[config.mk]
export PLATFORM = sky130hd
export DESIGN_NAME = alu_arbiter
export DESIGN_NICKNAME = d
export VERILOG_FILES = /design/src/rtl/alu_arbiter.sv
export SDC_FILE = /design/constraint.sdc
export NUM_CORES = 1
export LEC_CHECK = 0
export ABC_AREA = 0
export CORE_MARGIN = 2
export CORE_UTILIZATION = 36
export DETAILED_ROUTE_END_ITERATION = 7
export GPL_TIMING_DRIVEN = 0
export PLACE_DENSITY = 0.8
export SETUP_SLACK_MARGIN = 0.5
export SYNTH_ARGS = -nofsm -noshare
export SYNTH_HDL_FRONTEND = slang
export SYNTH_SLANG_ARGS = --single-unit
[constraint.sdc]
create_clock -name clk_i -period 1.9 [get_ports clk_i]
set_input_delay 0.475 -clock clk_i [delete_from_list [all_inputs] [get_ports clk_i]]
set_output_delay 0.475 -clock clk_i [all_outputs]
set_load 0.01 [all_outputs]
[src/rtl/alu_arbiter.sv]
`default_nettype none
// +----------------------------------------------------------------------------+
// | Module : alu_arbiter                                                       |
// | Brief  : Round-robin arbiter sharing one ALU among NUM_REQ requesters.     |
// |          Optional watchdog enabled by defining ALU_ARB_TIMEOUT_EN.         |
// | Rev    : 1.0  initial release                                              |
// +----------------------------------------------------------------------------+

package calc_pkg;
    typedef enum logic [1:0] {
        OP_NONE = 2'd0,
        OP_ADD  = 2'd1,
        OP_SUB  = 2'd2,
        OP_AND  = 2'd3
    } op_t;

    typedef struct packed {
        logic        error;
        logic [15:0] value;
    } num_t;
endpackage

module alu_arbiter #(
    parameter int NUM_REQ        = 2,
    parameter int TIMEOUT_CYCLES = 255
) (
    input  logic                           clk_i,
    input  logic                           rst_ni,
    input  calc_pkg::num_t [NUM_REQ-1:0]   req_left_i,
    input  calc_pkg::num_t [NUM_REQ-1:0]   req_right_i,
    input  calc_pkg::op_t  [NUM_REQ-1:0]   req_op_i,
    input  logic           [NUM_REQ-1:0]   req_valid_i,
    output logic           [NUM_REQ-1:0]   req_ready_o,
    output calc_pkg::num_t                 rsp_result_o,
    output logic           [NUM_REQ-1:0]   rsp_valid_o,
    input  logic           [NUM_REQ-1:0]   rsp_ready_i,
    output calc_pkg::num_t                 alu_left_o,
    output calc_pkg::num_t                 alu_right_o,
    output calc_pkg::op_t                  alu_op_o,
    output logic                           alu_in_valid_o,
    input  logic                           alu_in_ready_i,
    input  calc_pkg::num_t                 alu_result_i,
    input  logic                           alu_out_valid_i,
    output logic                           alu_out_ready_o
);
    import calc_pkg::*;

    localparam int                 c_idx_w    = $clog2(NUM_REQ);
    localparam logic [c_idx_w-1:0] c_last_idx = c_idx_w'(NUM_REQ - 1);
    localparam logic [c_idx_w:0]   c_num_req  = (c_idx_w + 1)'(NUM_REQ);

    if (NUM_REQ < 2 || NUM_REQ > 4 || TIMEOUT_CYCLES < 1) begin : g_param_check
        $error("alu_arbiter: illegal NUM_REQ or TIMEOUT_CYCLES");
    end

    typedef enum logic [1:0] {
        S_IDLE  = 2'd0,
        S_ISSUE = 2'd1,
        S_WAIT  = 2'd2,
        S_RESP  = 2'd3
    } state_t;

    state_t               state_q, state_d;
    logic [c_idx_w-1:0]   owner_q, owner_d;
    logic [c_idx_w-1:0]   rr_ptr_q, rr_ptr_d;
    num_t                 left_q, left_d;
    num_t                 right_q, right_d;
    op_t                  op_q, op_d;
    num_t                 rsp_q, rsp_d;

    logic                 w_gnt_found;
    logic [c_idx_w-1:0]   w_gnt_idx;
    logic [c_idx_w:0]     w_sum;
    logic [c_idx_w-1:0]   w_owner_next;
    logic                 w_timeout;

`ifdef ALU_ARB_TIMEOUT_EN
    localparam int                 c_cnt_w    = $clog2(TIMEOUT_CYCLES + 1);
    localparam logic [c_cnt_w-1:0] c_cnt_last = c_cnt_w'(TIMEOUT_CYCLES - 1);

    logic [c_cnt_w-1:0] cnt_q, cnt_d;

    // Counts cycles spent in the current ISSUE/WAIT visit; any state change restarts it.
    always_comb begin
        cnt_d = '0;
        if ((state_d == state_q) && ((state_q == S_ISSUE) || (state_q == S_WAIT))) begin
            cnt_d = cnt_q + 1'b1;
        end
    end

    always_ff @(posedge clk_i) begin
        if (!rst_ni) begin
            cnt_q <= '0;
        end else begin
            cnt_q <= cnt_d;
        end
    end

    assign w_timeout = (cnt_q == c_cnt_last);
`else
    assign w_timeout = 1'b0;
`endif

    // First valid requester at or after rr_ptr, wrapping modulo NUM_REQ.
    always_comb begin
        w_gnt_found = 1'b0;
        w_gnt_idx   = '0;
        w_sum       = '0;
        for (int i = 0; i < NUM_REQ; i++) begin
            w_sum = {1'b0, rr_ptr_q} + (c_idx_w + 1)'(i);
            if (w_sum >= c_num_req) begin
                w_sum = w_sum - c_num_req;
            end
            if (!w_gnt_found && req_valid_i[w_sum[c_idx_w-1:0]]) begin
                w_gnt_found = 1'b1;
                w_gnt_idx   = w_sum[c_idx_w-1:0];
            end
        end
    end

    assign w_owner_next = (owner_q == c_last_idx) ? '0 : owner_q + 1'b1;

    always_comb begin
        state_d     = state_q;
        owner_d     = owner_q;
        rr_ptr_d    = rr_ptr_q;
        left_d      = left_q;
        right_d     = right_q;
        op_d        = op_q;
        rsp_d       = rsp_q;
        req_ready_o = '0;
        case (state_q)
            S_IDLE: begin
                if (w_gnt_found) begin
                    req_ready_o[w_gnt_idx] = 1'b1;
                    owner_d = w_gnt_idx;
                    left_d  = req_left_i[w_gnt_idx];
                    right_d = req_right_i[w_gnt_idx];
                    op_d    = req_op_i[w_gnt_idx];
                    if (req_op_i[w_gnt_idx] == OP_NONE) begin
                        rsp_d   = '0;
                        state_d = S_RESP;
                    end else begin
                        state_d = S_ISSUE;
                    end
                end
            end
            S_ISSUE: begin
                if (alu_in_ready_i) begin
                    state_d = S_WAIT;
                end else if (w_timeout) begin
                    rsp_d   = '{error: 1'b1, default: '0};
                    state_d = S_RESP;
                end
            end
            S_WAIT: begin
                if (alu_out_valid_i) begin
                    rsp_d   = alu_result_i;
                    state_d = S_RESP;
                end else if (w_timeout) begin
                    rsp_d   = '{error: 1'b1, default: '0};
                    state_d = S_RESP;
                end
            end
            S_RESP: begin
                if (rsp_ready_i[owner_q]) begin
                    rr_ptr_d = w_owner_next;
                    state_d  = S_IDLE;
                end
            end
            default: state_d = S_IDLE;
        endcase
    end

    always_ff @(posedge clk_i) begin
        if (!rst_ni) begin
            state_q  <= S_IDLE;
            owner_q  <= '0;
            rr_ptr_q <= '0;
            left_q   <= '0;
            right_q  <= '0;
            op_q     <= OP_NONE;
            rsp_q    <= '0;
        end else begin
            state_q  <= state_d;
            owner_q  <= owner_d;
            rr_ptr_q <= rr_ptr_d;
            left_q   <= left_d;
            right_q  <= right_d;
            op_q     <= op_d;
            rsp_q    <= rsp_d;
        end
    end

    // Handshake outputs come from state only, keeping ALU/response inputs off these paths.
    always_comb begin
        rsp_valid_o = '0;
        if (state_q == S_RESP) begin
            rsp_valid_o[owner_q] = 1'b1;
        end
    end

    assign alu_in_valid_o  = (state_q == S_ISSUE);
    assign alu_out_ready_o = (state_q == S_WAIT);
    assign alu_left_o      = left_q;
    assign alu_right_o     = right_q;
    assign alu_op_o        = op_q;
    assign rsp_result_o    = rsp_q;

endmodule
`default_nettype wire
==> results.md <==
- WHS Path Cells: 2
- Fin crit period: 1852 ps
- CTS tree: yes
- Worst Setup Start Kind: register
- Setup Skew: 7.636 ps
- Proportion of layout cells with a drive suffix above 1: 30.98%
- # diodes: 0
- Hold Path Origin: rsp_result_o[13]$_SDFFE_PN0P_
- H-tree levels: 3
- R2R Setup Slk: 130 ps
- Initial Util: 37.68%
- Port buffer count: 155
- Setup TNS: 0 ps
- Ys flop type: dfxtp_1
- Outcome: completed
- Hold EP: rsp_result_o[13]$_SDFFE_PN0P_
- Unrepaired setup endpoints after global routing: true
- Yosys reg bits: 57
- Total power: 6429 uW
- Total global-route track usage: 22.13%
- Post-synthesis sequential area ratio: 46.89%
- Final core occ: 70.28%
- F_max: 539.9 MHz
- Post-synth EDFFs: 0
- Cells after DPL: 477
- CP Class: reg -> out
- CP Capture Type: primary output
- Final worst slack: 47.65 ps
- Library cells used by synthesis: 25
- Cts hold-fix bufs: 0
- Hold crit path type: reg -> reg
- Post-Syn Instances: 245
- CTS sink cnt: 57
- Later-pin clock latency in the skew report: 320 ps
- Grt total ovfl: 0
- Reg clk slew, reported paths: 70 ps
- Setup Viol. Count Final: 0
- Worst slew pin tran: 417.1 ps
- CP Data Required Time: 1420 ps
- Fin crit share: 97.49%
- Synth Net Count: 347
- Total Wirelength: 8504 um
- Pin count of the biggest net entering global routing: 11
- DP Worst Slack: -1061 ps
- Max-slew headroom: 72.19%
- DRC errors left: 0
- Vias in the first global route: 2726
- Initial antenna violation count: 0
- Synthesized area: 0.002434 mm^2
- DP HPWL: 5933 um
- Non-Filler Instances: 516
- Max Root-Sink Buffers: 2
- Synth warn: 0
- Max-slew violation count: 0
- CP max FO: 3
- Syn Area/Cell: 9.933 um^2
- Synthesis-to-finish area growth: 86.53%
- Vias per cell: 5.217
- WP data arrival: 1380 ps
- # fillers: 512
- Pwr dens: 1416 mW/mm^2
- Peak VDD IR: 1.162 mV
- DIE HEIGHT: 86.22 um
- Iter 0 DRT Violations: 165
- Worst r2r src: state_q[1]$_SDFFE_PN0P_
- Leakage power total: 0.001927 uW
- Placeable Area: 0.006459 mm^2
- Routed WL per cell: 16.48 um
- Max-Cap Viols: 0
- FF-to-FF path depth: 9
- Vias: 2692
- Fin nets: 536
- Routed Antenna Nets: 0
- Row Count: 29
- Total CTS buffers: 9
- Final Hold Vio Count: 0
- Root buf cell: clkbuf_8
- Pre-antenna DRT Iters: 5
- Die extent in x: 86.22 um
- Gpl congestion: 0.7995
- Die area: 0.007434 mm^2
- Global-route wire length before repair: 12850 um
- Io pins: 156
- RR Endpoint: rsp_result_o[16]$_SDFFE_PN0P_
- Ys async rst share: 0%
[worst max-delay path by stage]
| stage | start | end |
|---|---|---|
| after global placement | req_valid_i[0] | req_ready_o[1] |
| after floorplan | req_valid_i[0] | rsp_result_o[10]$_SDFFE_PN0P_ |
| after global routing | state_q[1]$_SDFFE_PN0P_ | req_ready_o[0] |
| final | state_q[1]$_SDFFE_PN0P_ | req_ready_o[0] |
| after detailed placement | req_valid_i[0] | req_ready_o[1] |
| after CTS | state_q[0]$_SDFFE_PN0P_ | req_ready_o[0] |
[Yosys cell counts (2+ instances only)]
| library cell | number | area [um^2] |
|---|---|---|
| nor2b_1 | 37 | 231.5 |
| and2_1 | 4 | 25.02 |
| inv_1 | 4 | 15.01 |
| a222oi_1 | 34 | 340.3 |
| o21ai_0 | 5 | 25.02 |
| ha_1 | 5 | 62.56 |
| mux2i_1 | 21 | 210.2 |
| nand2_1 | 23 | 86.33 |
| clkbuf_1 | 13 | 48.80 |
| buf_2 | 7 | 35.03 |
| buf_6 | 2 | 22.52 |
| nor2_1 | 3 | 11.26 |
| nand3_1 | 18 | 90.09 |
| a21oi_1 | 2 | 10.01 |
| dfxtp_1 | 57 | 1141 |
[area by class of cell]
| class | count | area (um^2) | area share (%) |
|---|---|---|---|
| sequential | 57 | 1155 | 25.44 |
| inverter | 5 | 36.28 | 0.7993 |
| clock buffer | 11 | 151.4 | 3.335 |
| timing repair buffer | 178 | 1590 | 35.03 |
| clock inverter | 5 | 77.57 | 1.709 |
| buffer | 23 | 197.7 | 4.355 |
| tap | 77 | 96.34 | 2.122 |
| multi-input combinational | 160 | 1235 | 27.20 |
[power by group]
| part | total (uW) | leakage, uW | switching [uW] | internal (uW) |
|---|---|---|---|---|
| registers | 1650 | 0.000470 | 163 | 1480 |
| clock network | 1300 | 0.000115 | 497 | 806 |
| logic | 3480 | 0.00134 | 1520 | 1960 |
[through the flow]
stage,hold slack (ps),instance area (um^2)
after floorplan,482.3,2492
after global placement,444.4,4140
final,462.6,4539
after CTS,468.7,4651
after detailed placement,454.8,4140
after global routing,493.2,4539
[sequential cells by signal, indices dropped and copies added (netlist names)]
signal / flops
alu_left_o: 17
alu_right_o: 17
rsp_result_o: 17
alu_op_o: 2
state_q: 2
owner_q: 1
rr_ptr_q: 1
[kinds of logic (layout without fill, tap and decap cells)]
group                    count (synthesis)  count (layout)  share of synthesized area, %
AO/OA/AOI/OAI                           48              48                         18.10
adder cells (fa/ha/maj)                  5               5                         2.571
buffers and inverters                   28             222                         5.295
flip-flops                              57              57                         46.89
multiplexers                            21              21                         8.637
AND/OR/NAND/NOR                         86              86                         18.51
[cells in the final DEF (no fill, tap or decap), types with 4 or more instances in the layout]
master,n
dfxtp_2,5
clkbuf_8,12
clkbuf_2,40
clkdlybuf4s15_1,5
clkbuf_1,4
mux2i_1,20
clkdlybuf4s50_1,94
a222oi_1,34
nor2b_1,37
o21ai_0,4
nand2_1,23
and2_1,4
dfxtp_1,50
buf_2,13
buf_8,5
buf_6,13
buf_4,14
clkdlybuf4s15_2,6
nand3_1,17
[worst max-delay path: stages, from the launching register on]
cell and delay, ps:
dfxtp_4 360, inv_4 70, ha_4 160, o21ai_4 60, nor2b_1 100, buf_4 120, buf_6 90, buf_6 90
[metal layers]
metal | vias up | global-route usage, % | wire length (um)
li1 | 1301 | - | -
met1 | 1266 | 24.20 | 3321
met2 | 114 | 40.24 | 4382
met3 | 11 | 7.143 | 677
met4 | 0 | 7.528 | 123
met5 | - | 0 | 0
[timing repair]
| item | 4_1_cts | 5_1_grt |
|---|---|---|
| gates cloned | 3 | 1 |
| pin swaps | 9 | 7 |
| endpoints found under the setup margin | 116 | 112 |
| gates resized for setup | 187 | 71 |
| buffers inserted | 15 | 4 |
| hold endpoints to repair | 0 | 0 |
(Power assumes the default switching activity.)
